**src/rtl/adda_sequencer.sv**
```systemverilog
// adda_sequencer: ADC/DAC conversion-clock generator, burst sample capture and DAC source select.
module adda_sequencer #(
  parameter int CNT_W   = 16,
  parameter int DIV_W   = 8,
  parameter int ADC_LAT = 3
) (
  input  logic             i_clk,
  input  logic             i_rst_n,
  input  logic             i_start,
  input  logic             i_stop,
  input  logic [1:0]       i_mode,
  input  logic [DIV_W-1:0] i_div,
  input  logic [CNT_W-1:0] i_burst_len,
  input  logic [7:0]       i_const,
  input  logic [7:0]       i_adc_data,
  output logic             o_adc_clk,
  output logic             o_dac_clk,
  output logic [7:0]       o_dac_data,
  output logic [7:0]       o_sample,
  output logic             o_sample_valid,
  output logic             o_busy,
  output logic             o_done
);
  localparam logic [1:0] IDLE = 2'd0;
  localparam logic [1:0] FILL = 2'd1;
  localparam logic [1:0] RUN  = 2'd2;

  logic [1:0]       state_q, state_d, mode_q, mode_d;
  logic [DIV_W-1:0] phase_q, phase_d, div_q, div_d;
  logic [CNT_W-1:0] len_q, len_d, cap_cnt_q, cap_cnt_d, vcnt_q, vcnt_d;
  logic [7:0]       const_q, const_d, ramp_q, ramp_d, dac_q, dac_d, sample_q, sample_d;
  logic [7:0]       ramp_n, src;
  logic             valid_q, valid_d, done_q, done_d, adc_clk_q, adc_clk_d;
  logic             idle, start, abort, tick, fill_end, run_tick;

  always_comb begin
    idle      = state_q == IDLE;
    start     = idle && i_start && !i_stop;
    abort     = !idle && i_stop;
    tick      = !idle && phase_q == div_q;
    fill_end  = state_q == FILL && tick && cap_cnt_q + CNT_W'(1) == CNT_W'(ADC_LAT);
    run_tick  = state_q == RUN && tick && !i_stop;
    ramp_n    = ramp_q + 8'd1;
    // the word captured on this tick feeds the next period's DAC value
    src       = mode_q == 2'd0 ? const_q :
                mode_q == 2'd1 ? ramp_n :
                mode_q == 2'd2 ? i_adc_data : i_adc_data & ramp_n;
    state_d   = start ? (ADC_LAT == 0 ? RUN : FILL) :
                (abort || (state_q == RUN && done_q)) ? IDLE :
                fill_end ? RUN : state_q;
    div_d     = start ? (i_div == '0 ? DIV_W'(1) : i_div) : div_q;
    mode_d    = start ? i_mode : mode_q;
    len_d     = start ? i_burst_len : len_q;
    const_d   = start ? i_const : const_q;
    phase_d   = (state_d == IDLE || idle || tick) ? '0 : phase_q + DIV_W'(1);
    ramp_d    = start ? 8'd0 : tick ? ramp_n : ramp_q;
    cap_cnt_d = start ? '0 : (state_q == FILL && tick) ? cap_cnt_q + CNT_W'(1) : cap_cnt_q;
    vcnt_d    = start ? '0 : run_tick ? vcnt_q + CNT_W'(1) : vcnt_q;
    valid_d   = run_tick;
    done_d    = run_tick && len_q != '0 && vcnt_q + CNT_W'(1) == len_q;
    sample_d  = run_tick ? i_adc_data : sample_q;
    dac_d     = start ? (i_mode == 2'd0 ? i_const : 8'd0) : (tick && !i_stop) ? src : dac_q;
    adc_clk_d = state_d != IDLE && phase_d <= (div_d >> 1);
  end

  always_ff @(posedge i_clk or negedge i_rst_n) begin
    if (!i_rst_n) begin
      state_q   <= IDLE;
      mode_q    <= 2'd0;
      phase_q   <= '0;
      div_q     <= DIV_W'(1);
      len_q     <= '0;
      cap_cnt_q <= '0;
      vcnt_q    <= '0;
      const_q   <= 8'd0;
      ramp_q    <= 8'd0;
      dac_q     <= 8'd0;
      sample_q  <= 8'd0;
      valid_q   <= 1'b0;
      done_q    <= 1'b0;
      adc_clk_q <= 1'b0;
    end else begin
      state_q   <= state_d;
      mode_q    <= mode_d;
      phase_q   <= phase_d;
      div_q     <= div_d;
      len_q     <= len_d;
      cap_cnt_q <= cap_cnt_d;
      vcnt_q    <= vcnt_d;
      const_q   <= const_d;
      ramp_q    <= ramp_d;
      dac_q     <= dac_d;
      sample_q  <= sample_d;
      valid_q   <= valid_d;
      done_q    <= done_d;
      adc_clk_q <= adc_clk_d;
    end
  end

  assign o_busy         = !idle;
  assign o_adc_clk      = adc_clk_q;
  assign o_dac_clk      = !idle && !adc_clk_q;
  assign o_dac_data     = dac_q;
  assign o_sample       = sample_q;
  assign o_sample_valid = valid_q;
  assign o_done         = done_q;
endmodule
```
**config.mk**
```make
export PLATFORM = sky130hd
export DESIGN_NAME = adda_sequencer
export DESIGN_NICKNAME = d
export VERILOG_FILES = /design/src/rtl/adda_sequencer.sv
export SDC_FILE = /design/constraint.sdc
export NUM_CORES = 1
export LEC_CHECK = 0
export ABC_AREA = 1
export CAP_MARGIN = 20
export CORE_UTILIZATION = 40
export CTS_CLUSTER_DIAMETER = 80
export DETAILED_ROUTE_END_ITERATION = 12
export MAX_ROUTING_LAYER = met4
export PLACE_DENSITY_LB_ADDON = 0.2
export RECOVER_POWER = 100
export SLEW_MARGIN = 20
export SYNTH_ARGS = -nofsm -noshare
export SYNTH_HDL_FRONTEND = slang
export SYNTH_SLANG_ARGS = --single-unit
```
**constraint.sdc**
```tcl
create_clock -name i_clk -period 6.8 [get_ports i_clk]
set_input_delay 1.02 -clock i_clk [delete_from_list [all_inputs] [get_ports i_clk]]
set_output_delay 1.02 -clock i_clk [all_outputs]
set_load 0.01 [all_outputs]
```
# Word level (Yosys, flattened, before mapping)
# Cells that the tools add are included.
# Widths: inputs -> output; s select.
word_totals:
  input_bits: 46
  out_inout_bits: 21
  elab_cells: 77
  register_bits: 103
op_classes:
  n_eq_ne: 7
  n_reduce_logical: 31
  addsub: 4
  mux: 18
  magnitude_cmp: 1
  n_bitwise: 1
op_table:
  columns: ["op", "count"]
  rows:
  - ["$mux 8", 11]
  - ["$mux 16", 4]
  - ["$add 16x1->16 const B", 2]
  - ["$add 8x1->8 const B", 2]
  - ["$eq 16x16->1", 1]
  - ["$eq 16x2->1 const B", 1]
  - ["$reduce_bool 16->1", 1]
  - ["$logic_and 1x1->1", 14]
  - ["$reduce_bool 2->1", 5]
  - ["$and 8x8->8", 1]
  - ["$eq 8x8->1", 1]
  - ["$le 8x7->1", 1]
  - ["$logic_not 2->1", 4]
  - ["$logic_not 8->1", 1]
  - ["$mux 2", 3]
  - ["$eq 2x1->1 const B", 2]
  - ["$eq 2x2->1 const B", 2]
  - ["$logic_not 1->1", 3]
  - ["$logic_or 1x1->1", 3]

# Logic depth before layout (Yosys ltp)
# Gate-level depths: netlist of the first run.
logic_depth:
  ltp_word: 14
  depth_mapped: 25
  ltp_nobuf: 25

# Worst setup path before layout of the first run
# No wires, ideal clock.
synth_timing:
  path_kind: "input -> register"
  start: "input port i_stop"
  end: "register adc_clk_q, in the netlist o_adc_clk"
  arrival_time_ns: 2.812
  required_ns: 6.680
  setup_ns: 0.120
  stages: 15
  n_path_buf: 2
  slack_ns: 3.867
  cell_sequence: "inv_1 nand3_1 inv_1 clkbuf_1 buf_1 o21ai_0 ha_1 o21bai_1 a221oi_1 o21ai_0 nand2_1 nand2_1 nand2_1 o211ai_1 inv_1"
synth_via:
  word_cells_on_any_way: 14
  classes_between: "order compare: 1; mux: 4; reduce/logical: 9"
synth_lines:
  columns: ["item", "line", "source"]
  rows:
  - ["start: declaration", "10", "input logic i_stop,"]
  - ["$logic_not 1->1", "38", "start = idle && i_start && !i_stop;"]
  - ["$logic_and 1x1->1", "38", null]
  - ["$mux 8", "51", "div_d = start ? (i_div == '0 ? DIV_W'(1) : i_div) : div_q;"]
  - ["named net div_d[1]", "29", "logic [DIV_W-1:0] phase_q, phase_d, div_q, div_d;"]
  - ["$le 8x7->1", "63", "adc_clk_d = state_d != IDLE && phase_d <= (div_d >> 1);"]
  - ["$logic_and 1x1->1", "63", null]
  - ["named net adc_clk_d", "33", "logic valid_q, valid_d, done_q, done_d, adc_clk_q, adc_clk_d;"]
  - ["end signal: assignment", "96", "adc_clk_q <= adc_clk_d;"]
  - ["end: declaration", "33", null]
# The timed path passes the listed nets, and every way through them passes these cells.
# A chain may end at the register's enable or synchronous reset.

# Final worst setup path of the first run
layout_timing:
  start: "input port i_stop"
  end: "register adc_clk_q, in the netlist o_adc_clk"
layout_via:
  elab_chain_cells: 10
  word_cells_on_any_way: 14
  classes_between: "order compare: 1; mux: 4; reduce/logical: 9"
layout_rtl:
  columns: ["item", "line", "source"]
  rows:
  - ["$logic_and 1x1->1", "39", "abort = !idle && i_stop;"]
  - ["$logic_or 1x1->1", "49", "(abort || (state_q == RUN && done_q)) ? IDLE :"]
  - ["$mux 2", "49", null]
  - ["$mux 2", "48", "state_d = start ? (ADC_LAT == 0 ? RUN : FILL) :"]
  - ["$logic_not 2->1", "55", "phase_d = (state_d == IDLE || idle || tick) ? '0 : phase_q + DIV_W'(1);"]
  - ["$logic_or 1x1->1 (2 in a row)", "55", null]
  - ["$mux 8", "55", null]
  - ["$le 8x7->1", "63", null]
  - ["$logic_and 1x1->1 *", "63", null]
  - ["named net adc_clk_d", "33", null]
# The timed path passes the listed nets; every way through them passes the cells marked *.

==> results by group, run 1 <==
Run status
  – Status: finished, violations left
  – Violated checks: max-capacitance violations, max-slew violations

Cells and area
  – Ant diodes: 0
  – Final Instance Area: 6810 um^2
  – Final #Nets: roughly 860
  – Synth-to-layout area growth: 19.0%
  – Non-Filler Instances: between 900 and 1000
  – Share of layout cells above drive strength 1: under 10%
  – Most common cell after layout, fill and taps aside: nand2_1
  – Multi-input gate area: 2670 um^2
  – Commonest cells after routing, fill and taps aside: nand2_1, dfrtp_1, inv_1, nor2_1, nand3_1
  – Seq. cell area: 2580 um^2
  – Fill count: 1342

Route
  – DRT Pass-1 Iters: 4
  – Vias per cell: 4.99
  – DR DRC count: 0
  – Routed vias: 4899
  – Initial DRC count: 286
  – WL final: 14000 um
  – Final ANT Viol Nets: 0
  – DR WL/cell: 14.3 um

Critical path
  – Element type at the critical path start: primary input
  – Top delay family on crit path: buffers and inverters
  – Critical Path Max Stage Delay: 1.53 ns
  – Required time of the critical path: roughly 7 ns
  – CP Cell Sequence: clkdlybuf4s50_1 -> inv_1 -> nand3_2 -> clkbuf_1 -> inv_1 -> buf_4 -> or2_2 -> o21ai_0 -> ha_1 -> a21oi_1 -> o21ai_0 -> nand2_1 -> nand2_1 -> nand2_1 -> o211ai_1 -> inv_1
  – R2r startpoint: state_q[1]$_DFF_PN0_
  – Worst path arrival time: 5.13 ns
  – R2R cell count: 15
  – CP max-delay cell: clkbuf_1
  – CP Capture Type: flop
  – Reg2reg end: o_adc_clk$_DFF_PN0_
  – WS Path Type: primary input to flop
  – Beginning of the critical path: i_stop
  – R2R Setup Slk: 2.78 ns
  – Crit-path max FO: 50
  – Worst Path Buf+Inv: 6

Synthesis
  – Post-Synthesis Cells: approximately 740
  – Syn Area/Cell: between 7 and 8 um^2
  – Largest area contributor in the synthesized netlist: dfrtp_1
  – Synth Register Bits: 103
  – Cell Area, Synth: 5720 um^2
  – Post-synth cell types: 46
  – Register area share after synthesis: 45.1%
  – Primary FF master, synth: dfrtp_1
  – Syn Nets: 793
  – Number of synthesized flops with an enable pin: 0
  – Top-area cell type share of the netlist area: 44.6%
  – Top cells by area, synth: dfrtp_1, nand2_1, inv_1
  – Yosys warnings: 0
  – Post-synth ARST share: 100%

GRT
  – Initial antenna violation count: 0
  – Vias in the first global route: about 4900
  – First-pass GRT wire length: ~24000 um
  – GR Util All Layers: 21.1%
  – GRT Residual Overflow: 0
  – Largest net degree at the start of global routing: 60

Flow run
  – Reported max-cap violation count: 2

CTS
  – Clock Tree Root: clkbuf_16
  – Clk_lat worst skew: 0.36 ns
  – Cts bufs inserted: 9
  – Longest Clk Path Bufs: 2
  – Post-CTS Setup Bufs: 0
  – TritonCTS clock tree: done
  – CTS H-tree depth: 3
  – CTS Hold Bufs: 0
  – PostCTS Resize Cnt: 0
  – Clock slew at reported path FFs: 0.08 ns
  – Num Clock Sinks: 103

Timing
  – Unrepaired setup endpoints after global routing: no
  – Final Slew Violations: 97
  – Skew final: around 0.010 ns
  – # setup viols final: 0
  – Max Clock Freq: 0.207 GHz
  – Setup TNS Final: 0 ns
  – Crit path time final: 4.83 ns
  – Fin. Hold Viols: 0
  – Slew margin rel.: -66.5%
  – Period utilization: 71.1%
  – Least-Margin Pin Slew: 2.50 ns
  – Fin Hold WS: 0.480 ns

Pwr
  – Power Density: roughly 220 nW/um^2
  – Power Total: between 1 and 1.5 mW
  – Peak supply drop: about 0.14 mV
  – Leak Pwr: approximately 3.1 nW

Hold path
  – WHS Endpoint: const_q[7]$_DFFE_PN0P_
  – Hold depth: 2
  – Worst Hold Class: flop to flop
  – Hold Path Origin: const_q[7]$_DFFE_PN0P_

Placement
  – Dpl hpwl: 10200 um
  – PortBufs: 66
  – GPL Wtd Cong: 0.861
  – Placed instance count: 966
  – Dpl cell area: 6560 um^2

Floorplanning
  – Die height: approximately 120 um
  – Die Area: 14800 um^2
  – Placeable Area: 13900 um^2
  – Core Rows: 43
  – Die span in x: 122 um
  – Io pins: 67
  – Initial Utilization: 41.1%
metal layers:
| metal | GRT usage (%) | wire (um) | vias to the layer above |
|---|---|---|---|
| li1 | - | - | 2521 |
| met1 | 28.3 | 6800 | 2279 |
| met2 | 32.4 | 6490 | 81 |
| met3 | 3.00 | 449 | 18 |
| met4 | 7.95 | 265 | 0 |
| met5 | - | 0 | - |
cells in the mapped netlist, types with 2 or more instances:
cell and count:
nand2_1 203, dfrtp_1 102, inv_1 97, nor2_1 53
nand3_1 48, o21ai_0 39, xor2_1 26, o22ai_1 23
nand4_1 15, nor2_2 14, clkbuf_1 13, ha_1 12
nor3_1 10, a21oi_1 9, nand2_2 8, a31oi_1 5
nor2_4 5, o211ai_1 5, xnor2_1 5, o21ai_1 4
a22oi_1 3, buf_2 3, nand3_2 3, o221ai_1 3
a211oi_1 2, a221oi_1 2, clkinv_1 2, o21bai_1 2
or2_2 2
cell families after synthesis:
logic type | Yosys count | share of synthesized area, %
AOI/OAI and AO/OA | 103 | 10.9
xor gates and xnor gates | 31 | 4.75
adders and majority gates | 12 | 2.62
buffers and inverters | 118 | 7.87
DFF | 103 | 45.1
and+or+nand+nor | 368 | 28.8
state kept, by name, indices dropped and copies added, names as in the netlist, 8 cells and up:
register    cells
const_q         8
o_sample        8
ramp_q          8
vcnt_q         16
div_q           8
o_dac_data      8
len_q          16
phase_q         8
cap_cnt_q      16
worst register-to-register path, stage by stage, from the launching register on:
cell	delay, ns
dfrtp_1	0.37
nor2_1	0.09
nand3_2	0.06
clkbuf_1	1.53
inv_1	0.23
buf_4	0.39
or2_2	0.35
o21ai_0	0.11
ha_1	0.31
a21oi_1	0.14
o21ai_0	0.09
nand2_1	0.06
nand2_1	0.04
nand2_1	0.05
o211ai_1	0.09
inv_1	0.06
final cells by class:
cell class	instances	share of cell area, %
Multi-Input combinational cell	514	39.2
Sequential cell	103	37.9
Timing Repair Buffer	69	9.89
Inverter	100	5.51
Clock buffer	12	3.77
Tap cell	180	3.31
Clock inverter	4	0.441
how the worst max path moves through the flow:
stage | endpoint | slack, ns | cells past startpoint
CTS | o_adc_clk$_DFF_PN0_ | 3.21 | 19
global placement | o_adc_clk$_DFF_PN0_ | 2.90 | 19
finish | o_adc_clk$_DFF_PN0_ | 1.97 | 16
detailed placement | o_adc_clk$_DFF_PN0_ | 2.85 | 19
global route | o_adc_clk$_DFF_PN0_ | 1.54 | 19
floorplan | o_adc_clk$_DFF_PN0_ | 3.87 | 15
power by group:
part / internal (mW) / switching [mW] / leakage [nW] / total [mW]
combinational: 0.114 / 0.151 / 1.65 / 0.265
clock: 0.270 / 0.242 / 0.139 / 0.511
sequential: 0.670 / 0.0390 / 1.36 / 0.709
total: 1.05 / 0.432 / 3.14 / 1.48
per-stage QoR:
stage / util [%] / setup WS [ns]
2_1_floorplan: - / 3.87
3_3_place_gp: 47.1 / 2.90
4_1_cts: 49.1 / 3.21
5_1_grt: 48.8 / 1.54
3_5_place_dp: 47.1 / 2.85
6_report: 48.8 / 1.97
(Power assumes the default switching activity.)
==> inputs of run 2 (changes only) <==
==> constraint.sdc (replaced) <==
create_clock -name i_clk -period 4.78 [get_ports i_clk]
set_input_delay 0.717 -clock i_clk [delete_from_list [all_inputs] [get_ports i_clk]]
set_output_delay 0.717 -clock i_clk [all_outputs]
set_load 0.01 [all_outputs]
==> results by group, run 2 (synthesized netlist as in run 1, its figures left out) <==
Run status
  – Status: finished, violations left
  – Violated checks: max-capacitance violations, max-slew violations

GRT
  – GRT Residual Overflow: 0
  – Vias in the first global route: ~5000
  – First-pass GRT wire length: approximately 23000 um
  – Initial antenna violation count: 0
  – GR Util All Layers: 20.9%
  – Largest net degree at the start of global routing: 56

Cells and area
  – Most common cell after layout, fill and taps aside: nand2_1
  – Non-Filler Instances: 982
  – Largest regs: cap_cnt_q (16), len_q (16), vcnt_q (16)
  – Final Instance Area: 6800 um^2
  – Final #Nets: approximately 860
  – Ant diodes: 0
  – Synth-to-layout area growth: 18.9%
  – Share of layout cells above drive strength 1: under 10%
  – Commonest cells after routing, fill and taps aside: nand2_1, dfrtp_1, inv_1, nor2_1, nand3_1
  – Core Util, Final: a little under 50%

CTS
  – Clock Tree Root: clkbuf_16
  – Post-CTS Setup Bufs: 0
  – Num Clock Sinks: 103
  – Longest Clk Path Bufs: 2
  – CTS H-tree depth: 3
  – Clock slew at reported path FFs: 0.08 ns
  – TritonCTS clock tree: done
  – Clk_lat worst skew: 0.36 ns
  – CTS Hold Bufs: 0
  – Cts bufs inserted: 9
  – PostCTS Resize Cnt: 0

Critical path
  – CP max-delay cell: dfrtp_1
  – Worst path arrival time: 3.91 ns
  – R2r startpoint: cap_cnt_q[1]$_DFFE_PN0P_
  – Crit-path max FO: 7
  – WS Path Type: flop to flop
  – CP Capture Type: flop
  – R2R cell count: 22
  – Required time of the critical path: 5.08 ns
  – Critical Path Max Stage Delay: 0.45 ns
  – Beginning of the critical path: cap_cnt_q[1]$_DFFE_PN0P_
  – CP Cell Sequence: ha_1 -> nand3_1 -> o21ai_0 -> nand2_1 -> nor2_1 -> nand2_1 -> nor2_1 -> nand3_2 -> a21oi_1 -> nand2_4 -> nand3_1 -> nor2_1 -> ha_1 -> nand2_1 -> inv_1 -> a221oi_1 -> o21ai_0 -> nand2_1 -> nand2_1 -> nand2_1 -> o211ai_1 -> inv_1
  – Element type at the critical path start: flop
  – Reg2reg end: o_adc_clk$_DFF_PN0_
  – Most numerous cell on the critical path: nand2_1
  – R2R Setup Slk: ~1.2 ns

Route
  – Initial DRC count: ~300
  – Routed vias: about 4900
  – Metal-1 WL: 6440 um
  – DR WL/cell: approximately 14 um
  – DRT Pass-1 Iters: 4
  – Vias per cell: 5.00
  – Met3 routed WL: ~480 um
  – Highest metal used: met4
  – WL final: 13700 um
  – DR DRC count: 0
  – Final ANT Viol Nets: 0
  – Wire length on met2: 6540 um

Timing
  – Fin Hold WS: approximately 0.49 ns
  – Period utilization: 75.5%
  – Setup ws final: approximately 1.2 ns
  – Slew margin rel.: -73.8%
  – # setup viols final: 0
  – Max Clock Freq: about 0.28 GHz
  – Least-Margin Pin Slew: around 2.6 ns
  – Fin. Hold Viols: 0
  – Final Slew Violations: 50
  – Setup TNS Final: 0 ns
  – Skew final: 0.00757 ns
  – Unrepaired setup endpoints after global routing: no
  – Crit path time final: 3.61 ns

Pwr
  – Power Density: 312 nW/um^2
  – Leak Pwr: 3.15 nW
  – Power Total: 2.12 mW
  – Peak supply drop: 0.175 mV

Placement
  – GPL Wtd Cong: around 0.89
  – PortBufs: 66
  – Placed instance count: about 970
  – Dpl cell area: 6560 um^2
  – Worst slack, placed: 1.49 ns
  – Dpl hpwl: 10000 um

Floorplanning
  – Die height: 122 um
  – Die Area: 14800 um^2
  – Io pins: 67
  – Placeable Area: roughly 14000 um^2
  – Core Rows: 43
  – Die span in x: about 120 um
  – Initial Utilization: between 40% and 50%

Hold path
  – Hold depth: 2
  – WHS Endpoint: o_sample[1]$_DFFE_PN0P_
  – Hold Path Origin: o_sample[1]$_DFFE_PN0P_
  – Worst Hold Class: flop to flop

Flow run
  – Reported max-cap violation count: 1
## run 2: cell types whose count changed in the layout (fill, tap and decap cells not counted), sizes merged
cell	before	now
clkbuf	14	10
inv	98	101
clkdlybuf4s50	45	43
dlygate4sd3	20	22
buf	2	3
## run 2: layout make-up
type	instances	area, um^2
tap	180	225
fill	1379	7130
timing repair buffer	69	677
clock inverter	7	75.1
clock buffer	9	225
sequential	103	2580
inverter	100	375
multi-input combinational	514	2650
## run 2: layer usage
layer,up-vias,GRT usage (%)
met5,-,-
met4,0,7.64
met3,20,3.51
li1,2512,-
met2,89,33.4
met1,2290,26.7
## run 2: report_power, final
part           internal, mW  switching [mW]  total, mW
combinational         0.160           0.212      0.373
clock                 0.371           0.372      0.743
sequential            0.952          0.0566       1.01
total                  1.48           0.640       2.12
## run 2: how the worst max path moves through the flow
stage	to	slack [ns]	cells after the start
6_report	o_adc_clk$_DFF_PN0_	1.17	22
2_1_floorplan	o_adc_clk$_DFF_PN0_	1.96	24
3_5_place_dp	o_adc_clk$_DFF_PN0_	1.49	15
5_1_grt	o_adc_clk$_DFF_PN0_	0.87	22
3_3_place_gp	o_adc_clk$_DFF_PN0_	1.57	15
4_1_cts	o_adc_clk$_DFF_PN0_	1.45	24
## run 2: critical path, delay by kind of cell, from the launching register on
kind | cells | cell delay, ns
flip-flops | 1 | 0.45
adder cells (fa/ha/maj) | 2 | 0.58
AO/OA/AOI/OAI | 5 | 0.99
AND/OR/NAND/NOR | 13 | 1.42
buffers and inverters | 2 | 0.11
